==> config.mk <==
export PLATFORM = sky130hd
export DESIGN_NAME = dmem_arb
export DESIGN_NICKNAME = d
export VERILOG_FILES = /design/src/rtl/dmem_arb.sv
export SDC_FILE = /design/constraint.sdc
export NUM_CORES = 1
export LEC_CHECK = 0
export ABC_AREA = 1
export ABC_CLOCK_PERIOD_IN_PS = 2400
export CELL_PAD_IN_SITES_DETAIL_PLACEMENT = 1
export CELL_PAD_IN_SITES_GLOBAL_PLACEMENT = 2
export CORE_AREA = 2 2 150 152
export DETAILED_ROUTE_END_ITERATION = 10
export DIE_AREA = 0 0 152 154
export GPL_ROUTABILITY_DRIVEN = 1
export PLACE_DENSITY = 0.95
export SETUP_SLACK_MARGIN = 0.1
export SYNTH_ARGS = -nofsm -noshare
export SYNTH_HDL_FRONTEND = slang
export SYNTH_HIERARCHICAL = 1
export SYNTH_SLANG_ARGS = --single-unit
==> constraint.sdc <==
create_clock -name clk -period 2.4 [get_ports clk]
set_input_delay 0.24 -clock clk [delete_from_list [all_inputs] [get_ports clk]]
set_output_delay 0.24 -clock clk [all_outputs]
set_load 0.005 [all_outputs]
==> src/rtl/dmem_arb.sv <==
// dmem_arb: two-master arbiter in front of a single-ported data RAM.
// Write and read channels each run their own arbiter (dmem_arb_ch). A
// granted request is presented to the slave in the same cycle. A request the
// slave does not accept locks the grant until it is accepted or withdrawn.
// Read responses come back one cycle after accept and are steered to the
// master that was accepted.
// Build option: define DMEM_ARB_RR_EN for round-robin with a per-master burst
// limit (MAX_BURST). Without it, master 0 wins every contested cycle.

// Per-channel arbiter.
// state   | meaning
// --------+--------------------------------------------------------------
// IDLE    | no grant held; grant is computed from this cycle's requests
// LOCK    | grant held for master lock_q until the slave accepts it
module dmem_arb_ch #(
   parameter int MAX_BURST = 4
) (
   input  logic       clk,
   input  logic       resetb,
   input  logic [1:0] req_i,
   input  logic       s_valid_i,
   output logic       sel_o,
   output logic       s_ready_o,
   output logic [1:0] valid_o
);

   localparam logic [0:0] ST_IDLE = 1'b0;
   localparam logic [0:0] ST_LOCK = 1'b1;

   logic [0:0] state_q, state_d;
   logic       lock_q, lock_d;
   logic       sel;
   logic       active;
   logic       accept;
   logic       contest_pick;

`ifdef DMEM_ARB_RR_EN
   localparam logic [3:0] MAX_B = 4'(MAX_BURST);

   logic       ptr_q, ptr_d;
   logic       last_q, last_d;
   logic [3:0] cnt_q, cnt_d;
   logic [3:0] cnt_run;

   assign contest_pick = ptr_q;
`else
   localparam int unused_max_burst = MAX_BURST;

   assign contest_pick = 1'b0;
`endif

   // Pick the master to present: held grant in LOCK, else from requests.
   always_comb begin
      sel = 1'b0;
      if (state_q == ST_LOCK) begin
         sel = lock_q;
      end else if (req_i == 2'b10) begin
         sel = 1'b1;
      end else if (req_i == 2'b11) begin
         sel = contest_pick;
      end
   end

   // A locked master that drops its request gets no accept this cycle.
   assign active    = req_i[sel];
   assign accept    = active & s_valid_i;
   assign s_ready_o = active;
   assign sel_o     = sel;
   assign valid_o   = {accept & sel, accept & ~sel};

   // Lock the grant while the slave stalls; release on accept or withdrawal.
   always_comb begin
      state_d = state_q;
      lock_d  = lock_q;
      if (state_q == ST_IDLE) begin
         if (active && !s_valid_i) begin
            state_d = ST_LOCK;
            lock_d  = sel;
         end
      end else if (!active || s_valid_i) begin
         state_d = ST_IDLE;
      end
   end

   // Grant state registers.
   always_ff @(posedge clk or negedge resetb) begin
      if (!resetb) begin
         state_q <= ST_IDLE;
         lock_q  <= 1'b0;
      end else begin
         state_q <= state_d;
         lock_q  <= lock_d;
      end
   end

`ifdef DMEM_ARB_RR_EN
   // Burst accounting: hand the pointer over once a master has used its
   // burst while the other one is waiting. The run count saturates so an
   // uncontested master can stream indefinitely.
   always_comb begin
      ptr_d   = ptr_q;
      cnt_d   = cnt_q;
      last_d  = last_q;
      cnt_run = cnt_q;
      if (accept) begin
         if (sel == last_q) begin
            cnt_run = (cnt_q == 4'hF) ? cnt_q : cnt_q + 4'd1;
         end else begin
            cnt_run = 4'd1;
         end
         last_d = sel;
         if (req_i[!sel] && (cnt_run >= MAX_B)) begin
            ptr_d = !sel;
            cnt_d = 4'd0;
         end else begin
            cnt_d = cnt_run;
         end
      end
   end

   // Round-robin registers.
   always_ff @(posedge clk or negedge resetb) begin
      if (!resetb) begin
         ptr_q  <= 1'b0;
         cnt_q  <= 4'd0;
         last_q <= 1'b0;
      end else begin
         ptr_q  <= ptr_d;
         cnt_q  <= cnt_d;
         last_q <= last_d;
      end
   end
`endif

endmodule

module dmem_arb #(
   parameter int MAX_BURST = 4
) (
   input  logic        clk,
   input  logic        resetb,
   input  logic [1:0]  m_wready_i,
   output logic [1:0]  m_wvalid_o,
   input  logic [63:0] m_waddr_i,
   input  logic [63:0] m_wdata_i,
   input  logic [7:0]  m_wstrb_i,
   input  logic [1:0]  m_rready_i,
   output logic [1:0]  m_rvalid_o,
   input  logic [63:0] m_raddr_i,
   output logic [1:0]  m_rresp_o,
   output logic [31:0] m_rdata_o,
   output logic        s_wready_o,
   input  logic        s_wvalid_i,
   output logic [31:0] s_waddr_o,
   output logic [31:0] s_wdata_o,
   output logic [3:0]  s_wstrb_o,
   output logic        s_rready_o,
   input  logic        s_rvalid_i,
   output logic [31:0] s_raddr_o,
   input  logic        s_rresp_i,
   input  logic [31:0] s_rdata_i
);

   logic w_sel;
   logic r_sel;
   logic rpend_q, rpend_d;
   logic rsel_q, rsel_d;

   dmem_arb_ch #(.MAX_BURST(MAX_BURST)) u_wch (
      .clk       (clk),
      .resetb    (resetb),
      .req_i     (m_wready_i),
      .s_valid_i (s_wvalid_i),
      .sel_o     (w_sel),
      .s_ready_o (s_wready_o),
      .valid_o   (m_wvalid_o)
   );

   dmem_arb_ch #(.MAX_BURST(MAX_BURST)) u_rch (
      .clk       (clk),
      .resetb    (resetb),
      .req_i     (m_rready_i),
      .s_valid_i (s_rvalid_i),
      .sel_o     (r_sel),
      .s_ready_o (s_rready_o),
      .valid_o   (m_rvalid_o)
   );

   assign s_waddr_o = w_sel ? m_waddr_i[63:32] : m_waddr_i[31:0];
   assign s_wdata_o = w_sel ? m_wdata_i[63:32] : m_wdata_i[31:0];
   assign s_wstrb_o = w_sel ? m_wstrb_i[7:4]   : m_wstrb_i[3:0];
   assign s_raddr_o = r_sel ? m_raddr_i[63:32] : m_raddr_i[31:0];

   // Remember who was accepted so next cycle's response goes to them.
   always_comb begin
      rpend_d = |m_rvalid_o;
      rsel_d  = (|m_rvalid_o) ? r_sel : rsel_q;
   end

   // Read return tracking; reset drops any response still in flight.
   always_ff @(posedge clk or negedge resetb) begin
      if (!resetb) begin
         rpend_q <= 1'b0;
         rsel_q  <= 1'b0;
      end else begin
         rpend_q <= rpend_d;
         rsel_q  <= rsel_d;
      end
   end

   assign m_rresp_o = {rpend_q & rsel_q & s_rresp_i, rpend_q & ~rsel_q & s_rresp_i};
   assign m_rdata_o = s_rdata_i;

endmodule
# Yosys cells after proc, flatten, opt, wreduce, memory -nomap -nowiden

Cells that the tools add are included.

Bits in registers: 6
Bits of input ports: 241
Output and inout bits: 140
Word-level logic and storage cells: 54

$lt $le $gt $ge: 2
Equality and inequality tests: 2
Muxes and demuxes: 18
Bitwise logic cells: 15
Reduce and logical (&&, ||, !) cells: 11

Operator list:

| operator           | number |
|---|---|
| $mux 32            | 3 |
| $mux 1             | 14 |
| $and 1x1->1        | 10 |
| $not 1->1          | 5 |
| $eq 2x2->1 const B | 2 |
| $logic_not 1->1    | 4 |
| $lt 1x2->1 const B | 2 |
| $mux 4             | 1 |
| $reduce_and 2->1   | 2 |
| $logic_and 1x1->1  | 2 |
| $logic_or 1x1->1   | 2 |
| $reduce_or 2->1    | 1 |

# Logic depth before layout (Yosys ltp)

Gate-level depths: netlist of run 1.

Word-level depth: 9
Mapped depth: 10
Gate-level depth less buffers: 10

# Modules after synthesis

The synthesis of run 1 kept the hierarchy.

Modules (own cells, without submodules):

| module      | instances | cells each | area an instance (um2) | seq. area each (um2) |
|---|---|---|---|---|
| dmem_arb    | 1         | 365        | 1,731.7                | 50.0 |
| dmem_arb_ch | 2         | 21         | 146.4                  | 50.0 |

# Worst setup path before layout of run 1

No wires, ideal clock.

Kind: register to output
Start point: register u_wch.lock_q
End point: output port s_waddr_o[24]
Data arrival time: 1.191 ns
Required time: 2.160 ns
Path slack: 0.969 ns
Cell stages (with the launch flop): 9
Path buffers: 3
Cell sequence: dfrtp_1 inv_1 nand2_1 and2_2 buf_6 buf_6 buf_6 nand2_1 o21ai_0

Word-level cells in the longest chain between the ends: 2

RTL lines:

| element                | line | text |
|---|---|---|
| from (decl)            | 31   | `logic lock_q, lock_d;` |
| from (signal assigned) | 92   | `lock_q <= lock_d;` |
| $mux 1                 | 55   | `if (state_q == ST_LOCK) begin` |
| net w_sel              | 164  | `logic w_sel;` |
| $mux 32                | 189  | `assign s_waddr_o = w_sel ? m_waddr_i[63:32] : m_waddr_i[31:0];` |
| to (decl)              | 154  | `output logic [31:0] s_waddr_o,` |

The timed path passes the listed nets, and every way through them passes these cells.

# Worst setup path after layout of run 1

Start point: input port m_wready_i[0]
End point: output port s_wdata_o[9]

Word-level cells in the longest chain between the ends: 4

RTL lines:

| element     | line | text |
|---|---|---|
| from (decl) | 142  | `input logic [1:0] m_wready_i,` |
| $eq 2x2->1  | 57   | `end else if (req_i == 2'b10) begin` |
| $mux 1      | 57   |  |
| $mux 1      | 55   |  |
| net w_sel   | 164  |  |
| $mux 32     | 190  | `assign s_wdata_o = w_sel ? m_wdata_i[63:32] : m_wdata_i[31:0];` |
| to (decl)   | 155  | `output logic [31:0] s_wdata_o,` |

The timed path passes the listed nets, and every way through them passes these cells.

==> qor.yml, run 1 <==
drtIter0Drc: 105
path_cells: "clkdlybuf4s50_1 -> inv_1 -> nand2_1 -> nand2_1 -> and2_4 -> buf_6 -> buf_12 -> nand2_1 -> o21ai_1 -> clkdlybuf4s50_1"
power_density_nw_per_um2: 296
post_drt_wl_per_cell_um: 13.7
grt_pass1_vias: 3870
ys_top_cells_by_area: "o21ai_0 23%, inv_1 21%, nand2_1 21%, buf_4 13%, dfrtp_1 7.4%"
grt_use_total: 0.107
clkSinkCount: 6
cts_buffer_depth: 2
grt_first_pass_wirelength_um: 20100
worstSetupEndpointType: "output port"
synth.cell_area_um2: 2020
syn_inst: 407
slowest_delay_ns: 0.53
die_x_um: 152
port_buffers: 316
setup_violations: 0
cts_tree: "yes"
clk_latency_ns: 0.23
maxSlewHeadroom: 0.795
crit_top_cell: "nand2_1"
yosysTopAreaCell: "o21ai_0"
fill_cells: 2743
clkSlewWorstSetupHoldPaths_ns: 0.04
drt_drc_violations_left: 0
yosysSeqAreaShare: 0.0742
drive_above_1_share: 0.0613
finalCritPeriodShare: 0.962
h-tree-depth: 1
fin_crit_ns: 2.31
slew_violations: 0
synth-seq-cells: 6
via_per_inst: 3.62
layout_common_cells: "227 x clkdlybuf4s50_1, 112 x inv_1, 111 x nand2_1"
fin_hold_ws_ns: 0.270
cp_max_fo: 10
yosysUniqueCellTypes: 18
fin_skew_ns: 0.00247
crit_slowest_cell: "clkdlybuf4s50_1"
dp_slack_ns: -0.131
yosysWarnings: 6
rsz0062_at_grt: "yes"
nNetsFinal: 944
io-pin-count: 381
antenna_cells: 0
worstPathArrival_ns: 2.07
initial_core_util: 0.0933
startpoint_type: "input pin"
syn_to_final_growth_pct: 171
fin_ws_ns: 0.0910
antenna_found_initial: 0
dp_hpwl_um: 11600
num_vias: 3554
hp-class: "in2async"
wirelength_um: 13500
cts_made_buffers: 3
syn_nets: 648
yosysTopAreaCellShare: 0.230
overflow: 0
report.power.total_mw: 1.63
max_freq_mhz: 433
gp_congestion: 0.747
core_area_um2: 21700
leakage_nw: 2.72
die_h_um: 154
status: "completed"
final_common_cell: "clkdlybuf4s50_1"
vdd_drop_max_mv: 0.164
worst_pin_slew_ns: 0.307
hold_viol_final: 0
rows: 54
path_class: "in2out"
crit_required_ns: 2.16
root_buffer: "clkbuf_16"
cts_hold_buf: 0
drv_cap: 0
drt_pass1_iterations: 4
die_area_um2: 23400
grt_start_max_net_pins: 45
syn_avg_cell_area_um2: 4.97
ant_nets: 0
==> synth_stat cells <==
cell type and count:
buf_6 6, o21ai_0 93, nand2_2 4, a21oi_1 2, clkbuf_1 1, nor2_1 3, o21ai_1 11, nand2_1 111
o2111ai_1 2, dfrtp_1 6, buf_4 34, o21ai_2 1, o211ai_1 2, buf_2 13, inv_1 112, nor2_2 2
and2_2 2, nand3_1 2
==> final timing paths <==
path	startpoint	endpoint	slack, ns	cells past startpoint
setup / recovery	m_wready_i[0]	s_wdata_o[9]	0.09	10
hold / removal	resetb	u_rch/state_q	0.27	1
setup reg to reg	u_rch/state_q	rsel_q	0.75	9
hold reg to reg	u_rch/lock_q	u_rch/lock_q	0.51	2
max in group asynchronous	resetb	u_wch/state_q	1.90	1
min in group clk	s_rdata_i[15]	m_rdata_o[15]	0.48	0
==> power breakdown <==
part | switching, mW | leakage (nW) | internal (mW)
clock network | 0.0563 | 0.0370 | 0.214
logic | 0.477 | 2.60 | 0.756
registers | 0.00915 | 0.0771 | 0.115
==> metal layers <==
layer / vias to the layer above / track usage / share of wire
met5: - / 0 / 0
met1: 1532 / 0.115 / 0.40
met4: 0 / 0.0125 / 0.0068
met2: 250 / 0.199 / 0.48
met3: 6 / 0.0476 / 0.11
li1: 1766 / - / -
==> stage by stage <==
step	cell area (µm²)	std cells	util	TNS [ns]
after floorplan	2020	407	-	0
after global placement	5380	973	0.248	-0.454
after detailed placement	5380	973	0.248	-0.938
after CTS	5440	980	0.251	0
after global routing	5490	981	0.253	-0.000600
final	5490	981	0.253	0
==> final cells by class <==
class                           instances  area, µm²  area share
Clock buffer                            3       75.1      0.0137
Inverter                              112        420      0.0765
Multi-Input combinational cell        235       1060       0.194
Sequential cell                         6        150      0.0273
Tap cell                              280        350      0.0638
Timing Repair Buffer                  345       3430       0.625
==> flip-flops by register name, summed over array words and instances, names as in the netlist <==
name and count:
rpend_q 1, u_wch/state_q 1, u_wch/lock_q 1, rsel_q 1, u_rch/lock_q 1, u_rch/state_q 1
==> critical path: cells and delay by family <==
family / cells / cell delay [ns]
buf+inv: 5 / 1.32
compound gates: 1 / 0.10
simple gates: 4 / 0.42
==> repair_timing <==
action                     in CTS  in global routing
resized for setup              90                 29
setup endpoints to repair      95                 36
pin swaps                       0                  0
setup buffers                   2                  0
gates cloned                    2                  1
==> cell families (layout without fill, tap and decap cells) <==
logic type             after synthesis  in the layout  share of synthesized area
and+or+nand+nor                    124            124                      0.242
DFF                                  6              6                     0.0742
buffers and inverters              166            460                      0.401
AOI/OAI and AO/OA                  111            111                      0.282
Power figures use the tool's default switching activity.
==> inputs of run 2 (changes only) <==
CAP_MARGIN = 20   (was not set)
RECOVER_POWER = 25   (was not set)
==> qor.yml, run 2 (same netlist as run 1, synthesis figures left out) <==
status: "completed"
via_per_inst: 3.62
rsz0062_at_grt: "yes"
wirelength_um: 13500
fill_cells: 2743
drt_pass1_iterations: 4
grt_start_max_net_pins: 45
leakage_nw: 2.72
slew_violations: 0
syn_to_final_growth_pct: 171
finalCritPeriodShare: 0.962
cts_made_buffers: 3
die_area_um2: 23400
drt_drc_violations_left: 0
report.power.total_mw: 1.63
fin_crit_ns: 2.31
die_h_um: 154
drtIter0Drc: 105
post_drt_wl_per_cell_um: 13.7
final_common_cell: "clkdlybuf4s50_1"
clk_latency_ns: 0.23
die_x_um: 152
maxSlewHeadroom: 0.791
drv_cap: 0
root_buffer: "clkbuf_16"
worstPathArrival_ns: 2.07
h-tree-depth: 1
initial_core_util: 0.0933
nNetsFinal: 944
fin_skew_ns: 0.00247
vdd_drop_max_mv: 0.164
crit_end: "s_wdata_o[9]"
cts_buffer_depth: 2
dp_hpwl_um: 11600
clkSlewWorstSetupHoldPaths_ns: 0.04
grt_first_pass_wirelength_um: 20100
hp-class: "in2async"
fin_ws_ns: 0.0910
cp_max_fo: 10
startpoint: "m_wready_i[0]"
clkSinkCount: 6
antenna_cells: 0
ant_nets: 0
r2r_slack_ns: 0.75
grt_pass1_vias: 3870
grt_use_total: 0.107
r2r-end: "rsel_q"
hold_viol_final: 0
drive_above_1_share: 0.0613
startpoint_type: "input pin"
antenna_found_initial: 0
core_area_um2: 21700
crit_required_ns: 2.16
path_class: "in2out"
rows: 54
layout_common_cells: "226 x clkdlybuf4s50_1, 112 x inv_1, 111 x nand2_1"
r2r_start: "u_rch/state_q"
setup_violations: 0
num_vias: 3554
port_buffers: 316
max_freq_mhz: 433
worstSetupEndpointType: "output port"
gp_congestion: 0.747
power_density_nw_per_um2: 296
r2r_cells: 9
worst_pin_slew_ns: 0.312
io-pin-count: 381
cts_tree: "yes"
dp_slack_ns: -0.131
overflow: 0
==> run 2: cell count changes in the layout (fill, tap and decap cells not counted), sizes merged <==
cell           change
dlygate4sd3        +1
clkdlybuf4s50      -1
==> run 2: critical path, stage by stage <==
cell             delay (ns)
clkdlybuf4s50_1        0.42
inv_1                  0.09
nand2_1                0.08
nand2_1                0.08
and2_4                 0.19
buf_6                  0.15
buf_12                 0.13
nand2_1                0.07
o21ai_1                0.10
clkdlybuf4s50_1        0.53
==> run 2: repair_timing <==
item	CTS	global route
cloned	2	1
gates resized for setup	90	29
hold buffers	0	0
endpoints found under the hold margin	0	0
setup endpoints to repair	95	36
setup buffers	2	0
==> run 2: area by class of cell <==
cell class | instances | area (µm²) | share of cell area
clock buffers | 3 | 75.1 | 0.0137
repair buffers | 345 | 3430 | 0.625
inverters | 112 | 420 | 0.0765
flip-flops and latches | 6 | 150 | 0.0273
multi-input cells | 235 | 1060 | 0.194
well taps | 280 | 350 | 0.0638
==> run 2: per-layer routing <==
layer  part of all wire  vias up  GRT usage
met5                  0        -          0
met4             0.0068        0     0.0125
met3               0.11        6     0.0476
met2               0.48      250      0.199
met1               0.40     1532      0.115
li1                   -     1766          -
==> run 2: how the worst min path moves through the flow <==
stage	cells after the start	to	slack (ns)
detailed placement	0	m_rdata_o[15]	0.48
finish	1	u_rch/state_q	0.34
global placement	2	u_rch/lock_q	0.48
CTS	1	rpend_q	0.28
floorplan	0	rpend_q	-0.06
global route	1	rpend_q	0.37
==> run 2: power by group <==
| group | total, mW | leakage [nW] | internal (mW) | switching (mW) |
|---|---|---|---|---|
| clock | 0.270 | 0.0370 | 0.214 | 0.0563 |
| combinational | 1.23 | 2.60 | 0.755 | 0.477 |
| sequential | 0.124 | 0.0771 | 0.115 | 0.00915 |
==> run 2: per-stage QoR <==
stage               utilization  std cells   TNS (ns)  hold WS (ns)  area [µm²]
finish                    0.253        981          0         0.341        5490
global route              0.253        981  -0.000600         0.366        5490
CTS                       0.251        980          0         0.284        5440
detailed placement        0.248        973     -0.938         0.480        5380
global placement          0.248        973     -0.454         0.478        5380
floorplan                     -        407          0       -0.0556        2020
